## config.mk

```make
export PLATFORM = sky130hd
export DESIGN_NAME = uart_tx_ctrl
export DESIGN_NICKNAME = d
export VERILOG_FILES = /design/src/rtl/uart_tx_ctrl.sv
export SDC_FILE = /design/constraint.sdc
export NUM_CORES = 1
export LEC_CHECK = 0
export ABC_AREA = 1
export BUFFER_PORTS_ARGS = -buffer_cell sky130_fd_sc_hd__buf_2
export CAP_MARGIN = 20
export CORE_AREA = 2 2 59 61
export DETAILED_ROUTE_END_ITERATION = 12
export DIE_AREA = 0 0 61 63
export GPL_ROUTABILITY_DRIVEN = 1
export HOLD_SLACK_MARGIN = 0.15
export SLEW_MARGIN = 20
export SYNTH_ARGS = -nofsm -noshare
export SYNTH_HDL_FRONTEND = slang
export SYNTH_SLANG_ARGS = --single-unit
```

## constraint.sdc

```tcl
create_clock -name clk -period 1.49 [get_ports clk]
set_input_delay 0.2235 -clock clk [delete_from_list [all_inputs] [get_ports clk]]
set_output_delay 0.2235 -clock clk [all_outputs]
set_load 0.03 [all_outputs]
```

## src/rtl/uart_tx_ctrl.sv

```systemverilog
// UART transmit controller: frames DBITS data bits with optional parity and
// one or two stop bits, timed by oversample ticks from a shared baud timer.
module uart_tx_ctrl #(
    parameter int DBITS    = 8,
    parameter int OS_TICKS = 16
) (
    input  logic       clk,
    input  logic       reset_n,
    input  logic       s_tick,
    output logic       tmr_en,
    input  logic       tx_valid,
    output logic       tx_ready,
    input  logic [7:0] tx_data,
    input  logic       parity_en,
    input  logic       parity_odd,
    input  logic       two_stop,
    output logic       tx,
    output logic       busy,
    output logic       tx_done
);

    localparam int              SW     = (OS_TICKS > 1) ? $clog2(OS_TICKS) : 1;
    localparam logic [SW-1:0]   S_LAST = SW'(OS_TICKS - 1);
    localparam logic [2:0]      N_LAST = 3'(DBITS - 1);

    typedef enum logic [2:0] {
        IDLE,
        START,
        DATA,
        PARITY,
        STOP
    } state_t;

    state_t          state_q, state_d;
    logic [SW-1:0]   s_cnt_q, s_cnt_d;
    logic [2:0]      n_cnt_q, n_cnt_d;
    logic [7:0]      shift_q, shift_d;
    logic            par_en_q, par_en_d;
    logic            par_bit_q, par_bit_d;
    logic            two_stop_q, two_stop_d;
    logic            tx_q, tx_d;
    logic            tx_done_q, tx_done_d;
    logic            bit_end;

    // Parity is resolved once at accept so the shifting data need not be kept.
    function automatic logic parity_bit(input logic [7:0] d, input logic odd);
        logic p;
        p = odd;
        for (int i = 0; i < DBITS; i++) begin
            p = p ^ d[i];
        end
        return p;
    endfunction

    assign bit_end = s_tick && (s_cnt_q == S_LAST);

    always_comb begin
        state_d    = state_q;
        s_cnt_d    = s_cnt_q;
        n_cnt_d    = n_cnt_q;
        shift_d    = shift_q;
        par_en_d   = par_en_q;
        par_bit_d  = par_bit_q;
        two_stop_d = two_stop_q;
        tx_done_d  = 1'b0;
        tx_d       = 1'b1;

        if (state_q != IDLE && s_tick) begin
            s_cnt_d = bit_end ? '0 : s_cnt_q + SW'(1);
        end

        case (state_q)
            IDLE: begin
                if (tx_valid) begin
                    state_d    = START;
                    shift_d    = tx_data;
                    par_en_d   = parity_en;
                    par_bit_d  = parity_bit(tx_data, parity_odd);
                    two_stop_d = two_stop;
                    s_cnt_d    = '0;
                    n_cnt_d    = '0;
                end
            end
            START: begin
                if (bit_end) begin
                    state_d = DATA;
                    n_cnt_d = '0;
                end
            end
            DATA: begin
                if (bit_end) begin
                    shift_d = shift_q >> 1;
                    if (n_cnt_q == N_LAST) begin
                        n_cnt_d = '0;
                        state_d = par_en_q ? PARITY : STOP;
                    end else begin
                        n_cnt_d = n_cnt_q + 3'd1;
                    end
                end
            end
            PARITY: begin
                if (bit_end) begin
                    state_d = STOP;
                    n_cnt_d = '0;
                end
            end
            STOP: begin
                // n_cnt marks the first of two stop bits when two_stop is latched.
                if (bit_end) begin
                    if (two_stop_q && n_cnt_q == 3'd0) begin
                        n_cnt_d = 3'd1;
                    end else begin
                        state_d   = IDLE;
                        n_cnt_d   = '0;
                        tx_done_d = 1'b1;
                    end
                end
            end
            default: begin
                state_d = IDLE;
            end
        endcase

        // tx is registered from the next state so the start bit appears on the accept edge.
        case (state_d)
            START:   tx_d = 1'b0;
            DATA:    tx_d = shift_d[0];
            PARITY:  tx_d = par_bit_q;
            default: tx_d = 1'b1;
        endcase
    end

    always_ff @(posedge clk or negedge reset_n) begin
        if (!reset_n) begin
            state_q    <= IDLE;
            s_cnt_q    <= '0;
            n_cnt_q    <= '0;
            shift_q    <= '0;
            par_en_q   <= 1'b0;
            par_bit_q  <= 1'b0;
            two_stop_q <= 1'b0;
            tx_q       <= 1'b1;
            tx_done_q  <= 1'b0;
        end else begin
            state_q    <= state_d;
            s_cnt_q    <= s_cnt_d;
            n_cnt_q    <= n_cnt_d;
            shift_q    <= shift_d;
            par_en_q   <= par_en_d;
            par_bit_q  <= par_bit_d;
            two_stop_q <= two_stop_d;
            tx_q       <= tx_d;
            tx_done_q  <= tx_done_d;
        end
    end

    assign tx       = tx_q;
    assign tx_done  = tx_done_q;
    assign tx_ready = (state_q == IDLE);
    assign busy     = (state_q != IDLE);
    assign tmr_en   = (state_q != IDLE);

endmodule
```

==> impl_metrics.ini, run 1 <==
[status]
status = completed

[global_routing]
grt_util_met3 = 0.0186
grt_max_degree = 24
grt_overflow = 0
grt_pass1_vias = 1227
track_usage = 0.174
antenna_found_initial = 0
grt_use_met1 = 0.222
top_usage_layer = met2
met2_usage = 0.301
grt_pass1_wl_um = 5220

[die]
row_count = 21
start_util = 0.429
dieHeight_um = 63
core_area_sq_um = 3230
io_pins = 20
die_area_sq_um = 3840
die_width_um = 61

[clock_tree]
clk_pin_slew_ps = 130
insertion_delay_ps = 310
htree_levels = 1
cts_tree = built
numCtsBuffers = 3
clockBufferDepth = 2
cts_root_buf = clkbuf_4
cts.sinks = 23

[yosys]
ys_types = 29
synthFlopType = dfrtp_1
syn_area_sq_um = 1390
synth.avg_cell_area_sq_um = 7.92
async_reset_ff_frac = 1.00
yosysMostFrequentCell = nand2_1
ys_top_cells_by_area = dfrtp_1, nand2_1, inv_1
netlist_top_cells_count = nand2_1, inv_1, dfrtp_1
synthCells = 175
synth_edf_count = 0
yosys_warnings = 0
yosysTopAreaCell = dfrtp_1
seq_area_frac_synth = 0.416
synth_seq_cells = 23
synth_top_area_frac = 0.397
synth_nets = 194

[placed_design]
dpl.hpwl_um = 2150
place_inst = 241
port-buffer-count = 19
routabilityCongestion = 0.910

[critical_path]
critical_path.slowest_cell = dfrtp_2
cp_data_arrival_time_ps = 1250
cp.depth = 4
start_kind = flip-flop
max_stage_delay_ps = 450
timing.rr.start = s_cnt_q[1]
worstRegToRegCells = 8
end_kind = output pin
worstPathCellList = nor2_4, nand2_4, inv_6, buf_6
r2r_slack_ps = 50
worstReg2RegEnd = n_cnt_q[0]
cp_num_buf_inv = 2
crit_required_ps = 1270
critPathCapture = tx_ready
critPathMaxFanout = 7
cp_top_family = flip-flops
startpoint = state_q[2]
critPathKind = flip-flop to output pin

[power_and_ir_drop]
p_leak_nw = 0.889
pwr_density_cell_nw_per_um2 = 1500
peakVddDrop_mv = 0.549
p_total_mw = 2.61

[layout]
drive_gt1_frac = 0.292
diodes = 0
fin_cells = 258
final_nets = 232
syn2layout_area_growth_pct = 25.3
fillers = 316
seq_area_sq_um = 578
multi_input_area_sq_um = 727
postLayoutCoreUtil = 0.537

[sta]
worst_pin_slew_ps = 520
maxSlewViolCount = 0
fmax_mhz = 679
fin_setup_tns_ps = 0
setup_viol = 0
min_period_ps = 1470
rsz0062_at_grt = yes
finalHoldViolations = 0
slew_headroom = 0.653
finalHoldWorstSlack_ps = 156
fin_crit_sh = 0.989
clock_skew_ps = 3.81

[min_path]
hold_class = input port to flip-flop

[drt]
drtIter0Drc = 16
drc = 0
wire_per_inst_um = 11.3
ant_nets = 0
firstDrtPassIters = 4
viasPerCell = 4.78
drt-total-wl_um = 2900
via_count = 1232

[run]
max_cap_violations = 0
## tightest hold or removal path: stages
cell and delay (ps):
buf_2 110, nand2_1 50, o221ai_1 60
## kinds of logic after synthesis
kind of cell               count (synthesis)  synth area share
and+or+nand+nor                           91             0.332
buffers and inverters                     31            0.0930
DFF                                       23             0.416
AOI/OAI and AO/OA                         22            0.0975
xor gates and xnor gates                   4            0.0253
adders and majority gates                  4            0.0361
## metrics by stage
step                      cell area [sq um]  setup WS (ps)
after floorplan                        1390            143
after global placement                 1550           20.4
after detailed placement               1550          -30.5
after CTS                              1630          -4.94
after global routing                   1740          -63.5
final                                  1740           17.0
## sequential cells by signal, indices dropped and copies added (netlist names)
signal and count:
shift_q 8, s_cnt_q 4, n_cnt_q 3, state_q 3, par_bit_q 1, par_en_q 1, two_stop_q 1, tx 1
tx_done 1
## layer usage
layer	routed length (um)	up-vias	part of all wire
li1	-	628	-
met5	0	-	0
met1	1320	582	0.45
met4	37	0	0.013
met2	1490	18	0.51
met3	61	4	0.021
## cell usage in the layout (no fill, tap or decap), types with 2 or more instances in the layout
| cell type | synthesis | routed |
|---|---|---|
| o21ai_1 | 3 | 5 |
| nand2_1 | 52 | 49 |
| nand2_4 | 3 | 3 |
| buf_4 | 1 | 12 |
| clkbuf_4 | 0 | 3 |
| ha_2 | 0 | 2 |
| nand2_2 | 5 | 7 |
| dlygate4sd3_1 | 0 | 4 |
| inv_2 | 2 | 3 |
| nor2_1 | 10 | 7 |
| nor2_2 | 0 | 3 |
| xnor2_1 | 2 | 2 |
| a21oi_1 | 5 | 5 |
| nand3_1 | 12 | 12 |
| nand2_8 | 2 | 3 |
| dfrtp_1 | 22 | 21 |
| buf_2 | 1 | 18 |
| xor2_1 | 2 | 2 |
| inv_1 | 25 | 24 |
| o21ai_0 | 6 | 4 |
| nor3_1 | 2 | 2 |
| o221ai_1 | 6 | 6 |
## final cells by class
| cell class | count | area share |
|---|---|---|
| sequential | 23 | 0.333 |
| inverter | 29 | 0.0670 |
| multi-input combinational | 121 | 0.419 |
| timing repair buffer | 35 | 0.133 |
| tap | 46 | 0.0331 |
| clock buffer | 4 | 0.0151 |
## where the power goes
group / switching (mW) / leakage (nW) / internal [mW] / total [mW]
sequential: 0.125 / 0.287 / 0.868 / 0.993
combinational: 0.785 / 0.587 / 0.539 / 1.32
clock: 0.191 / 0.0150 / 0.105 / 0.295
total: 1.10 / 0.889 / 1.51 / 2.61
## repair_timing
item | 4_1_cts | 5_1_grt
pin swaps | 2 | 9
buffers inserted | 1 | 8
setup endpoints to repair | 6 | 9
hold endpoints to repair | 25 | 0
gates resized for setup | 5 | 13
hold buffers | 4 | 0
## how the worst min path moves through the flow
stage | from | end | slack, ps | depth (start not counted)
after floorplan | reset_n | n_cnt_q[0] | -70 | 0
after global placement | reset_n | s_cnt_q[2] | 230 | 1
after detailed placement | reset_n | tx_done | 240 | 1
after CTS | tx_data[5] | shift_q[5] | 150 | 3
after global routing | tx_data[5] | shift_q[5] | 170 | 3
final | tx_data[5] | shift_q[5] | 160 | 3
(Power assumes the default switching activity.)
==> run 2: changes to the inputs <==
--- a/config.mk
+++ b/config.mk
@@ -15,2 +15,3 @@
 export HOLD_SLACK_MARGIN = 0.15
+export RECOVER_POWER = 100
 export SLEW_MARGIN = 20
--- a/constraint.sdc
+++ b/constraint.sdc
@@ -3,2 +3,2 @@
 set_output_delay 0.2235 -clock clk [all_outputs]
-set_load 0.03 [all_outputs]
+set_load 0.005 [all_outputs]
==> run 2 against run 1 <==
Net effect: wire length up 1.5%; clock skew about the same; fmax up 3.0%; design area up 1.9%; critical endpoint unchanged.
==> impl_metrics.ini, run 2 (same netlist as run 1, synthesis figures left out) <==
[layout]
fillers = 306
largest_reg_flops = 8
syn2layout_area_growth_pct = 27.7
top_register = shift_q
final_cell_mix = nand2_1, inv_1, dfrtp_1
final_nets = 234
top_regs = shift_q: 8 flops, s_cnt_q: 4 flops
fin_cells = 260
diodes = 0
final_common_cell = nand2_1
postLayoutCoreUtil = 0.548
drive_gt1_frac = 0.313

[power_and_ir_drop]
peakVddDrop_mv = 0.526
p_total_mw = 2.54
pwr_density_cell_nw_per_um2 = 1440
p_leak_nw = 0.896

[critical_path]
crit_required_ps = 1270
end_kind = output pin
worstPathCellList = nor2_4, nand2_4, inv_6, buf_6
critPathMaxFanout = 7
start_kind = flip-flop
max_stage_delay_ps = 440
critPathKind = flip-flop to output pin
critical_path.slowest_cell = dfrtp_1
cp_data_arrival_time_ps = 1210

[clock_tree]
clk_pin_slew_ps = 130
cts_root_buf = clkbuf_4
numCtsBuffers = 3
cts.sinks = 23
clockBufferDepth = 2
htree_levels = 1
insertion_delay_ps = 310
cts_tree = built

[die]
die_width_um = 61
start_util = 0.429
core_area_sq_um = 3230
dieHeight_um = 63
io_pins = 20
die_area_sq_um = 3840
row_count = 21

[drt]
wire_per_inst_um = 11.3
maxUsedRoutingLayer = met4
drtIter0Drc = 24
route.met3.wl_um = 65
drt-total-wl_um = 2950
wl_met1_um = 1340
ant_nets = 0
wl_met2_um = 1500
via_count = 1237
firstDrtPassIters = 4
drc = 0
viasPerCell = 4.76

[global_routing]
grt_max_degree = 24
antenna_found_initial = 0
grt_overflow = 0
grt_pass1_vias = 1211
grt_pass1_wl_um = 5140
track_usage = 0.172

[sta]
min_period_ps = 1430
rsz0062_at_grt = yes
setup_viol = 0
worst_pin_slew_ps = 591
slew_headroom = 0.606
finalHoldViolations = 0
maxSlewViolCount = 0
fmax_mhz = 699
fin_crit_sh = 0.960
clock_skew_ps = 3.47

[placed_design]
place_inst = 241
routabilityCongestion = 0.910
port-buffer-count = 19
dpl.hpwl_um = 2150

[status]
status = completed

[min_path]
hold_class = input port to flip-flop

[run]
max_cap_violations = 0
[run 2: layout make-up]
type / instances / area, sq um / share of cell area
clock buffers: 4 / 26.3 / 0.0148
inverters: 29 / 116 / 0.0657
multi-input cells: 121 / 748 / 0.423
flip-flops and latches: 23 / 578 / 0.327
well taps: 46 / 57.6 / 0.0325
repair buffers: 37 / 244 / 0.138
[run 2: final timing paths]
path                             from         end  slack [ps]  depth (start not counted)
max                        state_q[0]    tx_ready          60                          4
min                        tx_data[5]  shift_q[5]         160                          3
max reg2reg                s_cnt_q[1]  n_cnt_q[0]          70                          8
min reg2reg                two_stop_q  two_stop_q         500                          2
max in group asynchronous     reset_n  state_q[2]         650                          2
min in group asynchronous     reset_n     tx_done         430                          2
[run 2: metrics by stage]
step                      instance area (sq um)  setup slack, ps  hold WS, ps  TNS, ps
after floorplan                            1390              143        -72.1        0
after global placement                     1550             20.4          231        0
after detailed placement                   1550            -30.5          238    -47.4
after CTS                                  1630             3.20          150        0
after global routing                       1770            -44.4          172    -45.6
final                                      1770             59.6          156        0
[run 2: routing by layer]
layer,vias to the layer above,GRT usage
met4,0,0.0489
li1,632,-
met2,18,0.297
met1,583,0.220
met3,4,0.0186
met5,-,0
[run 2: worst max-delay path, delay by kind of cell (launching register included)]
family	cells	cell delay [ps]
buf+inv	2	180
flops	1	440
simple gates	2	280
[run 2: what timing repair did]
item / CTS / global route
endpoints found under the hold margin: 25 / 0
buffers inserted: 0 / 11
endpoints found under the setup margin: 4 / 9
gates resized for setup: 4 / 20
hold buffers: 4 / 0
pin swaps: 2 / 11
cloned: 0 / 0
[run 2: where the power goes]
part	internal [mW]	switching [mW]	leakage, nW	total (mW)
logic	0.550	0.702	0.594	1.25
registers	0.868	0.128	0.287	0.995
clock network	0.105	0.191	0.0150	0.296
